--- src/rtl/vc_arbiter_pkg.sv ---
// Shared types and constants for the VC-to-destination arbiter.
// ARB_ROUND_ROBIN_EN (optional) switches the grant policy to round-robin.
package vc_arbiter_pkg;
  localparam int DATA_W_DEF = 6;
  localparam int DEST_BIT   = 4;
  localparam int NUM_VC     = 2;

  typedef enum logic {IDLE = 1'b0, XFER = 1'b1} state_t;

  typedef logic [1:0] gnt_t;
  localparam gnt_t GNT_NONE = 2'd0;
  localparam gnt_t GNT_VC0  = 2'd1;
  localparam gnt_t GNT_VC1  = 2'd2;
endpackage

--- src/rtl/vc_grant_sel.sv ---
// Combinational eligibility and grant selection over the two VC heads.
// ARB_ROUND_ROBIN_EN adds the last-grant pointer next-state logic.
module vc_grant_sel
  import vc_arbiter_pkg::*;
(
  input  logic              enable,
  input  logic [NUM_VC-1:0] vc_empty,
  input  logic [NUM_VC-1:0] vc_dest,
  input  logic [NUM_VC-1:0] d_afull,
`ifdef ARB_ROUND_ROBIN_EN
  input  logic              last_vc1,
  output logic              last_vc1_nxt,
`endif
  output gnt_t              gnt,
  output logic              gnt_dest
);
  logic [NUM_VC-1:0] elig;

  // The almost-full check is on the head word's own target, same cycle.
  for (genvar i = 0; i < NUM_VC; i++) begin : g_elig
    assign elig[i] = enable & ~vc_empty[i] & ~d_afull[vc_dest[i]];
  end

  always_comb begin
    gnt = GNT_NONE;
`ifdef ARB_ROUND_ROBIN_EN
    if (&elig)        gnt = last_vc1 ? GNT_VC0 : GNT_VC1;
    else if (elig[0]) gnt = GNT_VC0;
    else if (elig[1]) gnt = GNT_VC1;
`else
    if (elig[0])      gnt = GNT_VC0;
    else if (elig[1]) gnt = GNT_VC1;
`endif
    gnt_dest = (gnt == GNT_VC1) ? vc_dest[1] : vc_dest[0];
  end

`ifdef ARB_ROUND_ROBIN_EN
  always_comb begin
    last_vc1_nxt = last_vc1;
    if (gnt == GNT_VC0)      last_vc1_nxt = 1'b0;
    else if (gnt == GNT_VC1) last_vc1_nxt = 1'b1;
  end
`endif
endmodule

--- src/rtl/vc_arbiter.sv ---
// Pops one eligible VC head per cycle and pushes it to D0/D1 one cycle later.
// ARB_ROUND_ROBIN_EN selects round-robin instead of strict VC0 priority.
module vc_arbiter
  import vc_arbiter_pkg::*;
#(
  parameter int DATA_W = DATA_W_DEF,
  parameter int CNT_W  = 8
) (
  input  logic              clk,
  input  logic              reset,
  input  logic              enable,
  input  logic              vc0_empty,
  input  logic              vc1_empty,
  input  logic [DATA_W-1:0] vc0_data,
  input  logic [DATA_W-1:0] vc1_data,
  input  logic              d0_almost_full,
  input  logic              d1_almost_full,
  output logic              pop_vc0,
  output logic              pop_vc1,
  output logic              push_d0,
  output logic              push_d1,
  output logic [DATA_W-1:0] data_out,
  output logic [CNT_W-1:0]  cnt_d0,
  output logic [CNT_W-1:0]  cnt_d1,
  output logic              busy
);
  logic [NUM_VC-1:0] vc_empty, vc_dest, d_afull;
  gnt_t              gnt;
  logic              gnt_dest, granted;
  logic [DATA_W-1:0] gnt_word;
  state_t            state, state_nxt;

  assign vc_empty = {vc1_empty, vc0_empty};
  assign vc_dest  = {vc1_data[DEST_BIT], vc0_data[DEST_BIT]};
  assign d_afull  = {d1_almost_full, d0_almost_full};

`ifdef ARB_ROUND_ROBIN_EN
  logic last_vc1, last_vc1_nxt;

  always_ff @(posedge clk or negedge reset)
    if (!reset) last_vc1 <= 1'b1;
    else        last_vc1 <= last_vc1_nxt;
`endif

  // Gating with reset keeps pops low for the whole reset assertion.
  vc_grant_sel u_sel (
    .enable       (enable & reset),
    .vc_empty     (vc_empty),
    .vc_dest      (vc_dest),
    .d_afull      (d_afull),
`ifdef ARB_ROUND_ROBIN_EN
    .last_vc1     (last_vc1),
    .last_vc1_nxt (last_vc1_nxt),
`endif
    .gnt          (gnt),
    .gnt_dest     (gnt_dest)
  );

  assign granted  = (gnt != GNT_NONE);
  assign gnt_word = (gnt == GNT_VC1) ? vc1_data : vc0_data;
  assign pop_vc0  = (gnt == GNT_VC0);
  assign pop_vc1  = (gnt == GNT_VC1);
  assign busy     = (state == XFER);

  always_comb begin
    state_nxt = state;
    case (state)
      IDLE:    if (granted)  state_nxt = XFER;
      XFER:    if (!granted) state_nxt = IDLE;
      default: state_nxt = IDLE;
    endcase
  end

  always_ff @(posedge clk or negedge reset) begin
    if (!reset) begin
      state    <= IDLE;
      push_d0  <= 1'b0;
      push_d1  <= 1'b0;
      data_out <= '0;
      cnt_d0   <= '0;
      cnt_d1   <= '0;
    end else begin
      state   <= state_nxt;
      push_d0 <= granted & ~gnt_dest;
      push_d1 <= granted &  gnt_dest;
      if (granted) begin
        data_out <= gnt_word;
        if (gnt_dest) cnt_d1 <= cnt_d1 + 1'b1;
        else          cnt_d0 <= cnt_d0 + 1'b1;
      end
    end
  end
endmodule

--- config.mk ---
export PLATFORM = sky130hd
export DESIGN_NAME = vc_arbiter
export DESIGN_NICKNAME = d
export VERILOG_FILES = /design/src/rtl/vc_arbiter_pkg.sv /design/src/rtl/vc_grant_sel.sv /design/src/rtl/vc_arbiter.sv
export SDC_FILE = /design/constraint.sdc
export NUM_CORES = 1
export LEC_CHECK = 0
export ABC_AREA = 0
export ABC_CLOCK_PERIOD_IN_PS = 2100
export CAP_MARGIN = 20
export CORE_MARGIN = 1
export CORE_UTILIZATION = 43
export DETAILED_ROUTE_END_ITERATION = 16
export GPL_TIMING_DRIVEN = 1
export PLACE_DENSITY = 0.78
export SLEW_MARGIN = 20
export SYNTH_ARGS = -nofsm -noshare
export SYNTH_HDL_FRONTEND = slang
export SYNTH_HIERARCHICAL = 1
export SYNTH_SLANG_ARGS = --single-unit
--- constraint.sdc ---
create_clock -name clk -period 2.1 [get_ports clk]
set_input_delay 0.42 -clock clk [delete_from_list [all_inputs] [get_ports clk]]
set_output_delay 0.42 -clock clk [all_outputs]
set_load 0.05 [all_outputs]
==> impl_metrics.tcl, run 1 <==
set metrics [dict create \
    die_y_microns 54.5 \
    cts_tree "yes" \
    synth_compound_area_share_pct 7.59 \
    antenna_found_initial 0 \
    core-area_sq_um 2540 \
    fmaxAchievable_ghz 0.496 \
    route.detailed.drc 0 \
    io_pins 46 \
    synth.top_cells.by_area "dfrtp_1 53%, xnor2_1 5.9%, mux2i_1 5.1%" \
    drt_wl_total_mm 2.72 \
    finalWeightedCongestion 0.783 \
    wl_per_cell_microns 13.1 \
    n_antenna_cell 0 \
    finalPower_mw 1.61 \
    clk_pin_slew_ns 0.14 \
    stdcell_count 207 \
    maxSlewHeadroom_pct 65.7 \
    rsz0062_at_grt "false" \
    fin_worst_skew_ns 0.00913 \
    syn_avg_cell_area_sq_um 10.8 \
    drive_gt1_share_pct 23.7 \
    dp.cells 202 \
    synth_area_leader_cell "dfrtp_1" \
    critPathArrivalTime_ns 1.60 \
    synth-adder-area-share_pct 2.11 \
    yosysSeqAreaShare_pct 52.7 \
    yosysUniqueCellTypes 30 \
    syn_to_final_growth_pct 56.8 \
    viasPerCell 5.03 \
    async_flop_share_pct 100 \
    yosys.area_share.simple_pct 19.9 \
    synth_seq_cells 25 \
    timing.hold.ws_ns 0.229 \
    ant_nets 0 \
    peakVddDrop_mv 0.765 \
    finish.utilization_pct 73.1 \
    nNetsFinal 199 \
    finalSetupViolations 0 \
    dr_total_vias 1042 \
    cp-start-kind "primary input" \
    row_count 18 \
    grtUsageTotal_pct 20.7 \
    drtIter0Drc 18 \
    dp_hpwl_mm 2.15 \
    synth_cells 110 \
    grt.overflow.total 0 \
    synth_area_sq_um 1190 \
    place_area_sq_um 1820 \
    path_class "in2out" \
    synth_top_area_share_pct 52.7 \
    start_util_pct 46.6 \
    final.period_utilization_pct 96.0 \
    port_buffers 45 \
    path_max_fanout 4 \
    clk_latency_ns 0.32 \
    yosysWarnings 6 \
    synth-edff-count 0 \
    synth_top_family_by_area "simple AND/OR/NAND/NOR gates" \
    synth_nets 131 \
    cellPowerDensity_nw_per_um2 866 \
    grt_pass1_vias 989 \
    cp.required_ns 1.68 \
    cts_buffer_depth 2 \
    finalInstanceArea_sq_um 1860 \
    hold_viol 0 \
    finalMaxSlewViolations 0 \
    grt_max_degree 26 \
    cap_violations 0 \
    synth_common_cells "25 x dfrtp_1, 16 x nand2_1, 8 x xnor2_1" \
    grt_first_pass_wirelength_mm 4.26 \
    yosys_most_used_dff "dfrtp_1" \
    hold_path_class "in2async" \
    clkSinkCount 25 \
    post-route-min-period_ns 2.02 \
    h-tree-depth 1 \
    post-synth-top-count-cell "dfrtp_1" \
    synth-xor-area-share_pct 10.3 \
    cts_hold_buf 0 \
    cts_root_buffer "clkbuf_4" \
    die_x_microns 54.5 \
    cts_buffers 3 \
    p_leak_nw 0.935 \
    outcome "finished, final reports clean" \
    worst_pin_slew_ns 0.513 \
    drt-pass1-iter-count 4 \
    synth_mux_area_share_pct 5.06 \
    end_kind "output port" \
    design.die.area_sq_um 2970 \
]
cells by family after synthesis:
logic type | after synthesis
fa+ha+maj | 2
mux | 6
xor+xnor | 14
buf+inv | 6
simple gates | 44
flops | 25
compound gates | 13
report_power, final:
| part | switching (mW) | total (mW) | internal (mW) |
|---|---|---|---|
| registers | 0.0906 | 0.661 | 0.571 |
| clock network | 0.143 | 0.215 | 0.0726 |
| logic | 0.465 | 0.733 | 0.268 |
| total | 0.698 | 1.61 | 0.911 |
routing by layer:
layer	GRT usage (%)	wire, microns
met2	35.2	1350
met1	24.5	1180
met3	4.72	152
met4	9.83	34
met5	0	0
what timing repair did:
item,CTS,global route
buffers inserted,1,0
pin swaps,3,2
resized for setup,20,9
setup endpoints to repair,10,6
state kept, by name, indices dropped and copies added (netlist names):
name,cells
busy,1
cnt_d0,8
cnt_d1,8
data_out,6
push_d0,1
push_d1,1
metrics by stage:
| step | setup TNS [ns] | setup WS [ns] |
|---|---|---|
| after floorplan | 0 | 0.0203 |
| after global placement | -6.81 | -0.426 |
| after detailed placement | -7.42 | -0.462 |
| after CTS | 0 | 0.00393 |
| after global routing | 0 | 0.0195 |
| final | 0 | 0.0831 |
critical path, stage by stage:
cell,delay [ns]
buf_2,0.12
nand2b_4,0.14
a211o_1,0.31
a21oi_2,0.17
buf_4,0.15
nor2b_4,0.15
buf_12,0.14
final timing paths:
kind                                   from           to  slack, ns  depth (start not counted)
worst max-delay path            vc0_data[4]      pop_vc1       0.08                          7
worst min-delay path                  reset    cnt_d1[5]       0.23                          2
worst max register to register    cnt_d1[2]    cnt_d1[7]       1.01                          3
worst min register to register    cnt_d1[7]    cnt_d1[7]       0.47                          1
max in group asynchronous             reset    cnt_d0[2]       1.63                          2
min in group clk                vc1_data[4]  data_out[4]       0.47                          3
area by class of cell:
class	instances	area, sq um
multi-input cells	79	559
clock buffers	3	22.5
inverters	4	15.0
repair buffers	65	592
clock inverters	1	7.51
fillers	204	686
flip-flops and latches	25	626
well taps	30	37.5
placed cells by master (no fill, tap or decap), types with 2 or more instances in the layout:
cell type | Yosys | routed
clkdlybuf4s50_1 | 0 | 30
dfrtp_1 | 25 | 25
buf_4 | 1 | 21
nand2_1 | 16 | 16
xnor2_1 | 8 | 8
nand4_1 | 6 | 6
xor2_1 | 6 | 6
mux2i_1 | 6 | 6
o21ai_0 | 6 | 6
dlymetal6s2s_1 | 0 | 5
nor3_1 | 4 | 4
inv_1 | 3 | 3
clkbuf_4 | 0 | 3
clkbuf_2 | 0 | 3
dlygate4sd2_1 | 0 | 3
and3_1 | 2 | 2
nand3_1 | 2 | 2
nor2_1 | 2 | 2
ha_1 | 2 | 2
buf_2 | 0 | 2
a21oi_2 | 0 | 2
nand2b_4 | 1 | 2
or3_1 | 2 | 2
(Power assumes the default switching activity.)
==> inputs of run 2 (changes only) <==
--- a/config.mk
+++ b/config.mk
@@ -11,7 +11,7 @@
 export CORE_MARGIN = 1
 export CORE_UTILIZATION = 43
 export DETAILED_ROUTE_END_ITERATION = 16
-export GPL_TIMING_DRIVEN = 1
+export GPL_ROUTABILITY_DRIVEN = 0
 export PLACE_DENSITY = 0.78
 export SLEW_MARGIN = 20
 export SYNTH_ARGS = -nofsm -noshare
==> results of run 2 <==
Final layout, timing and power as in run 1 (identical DEF).
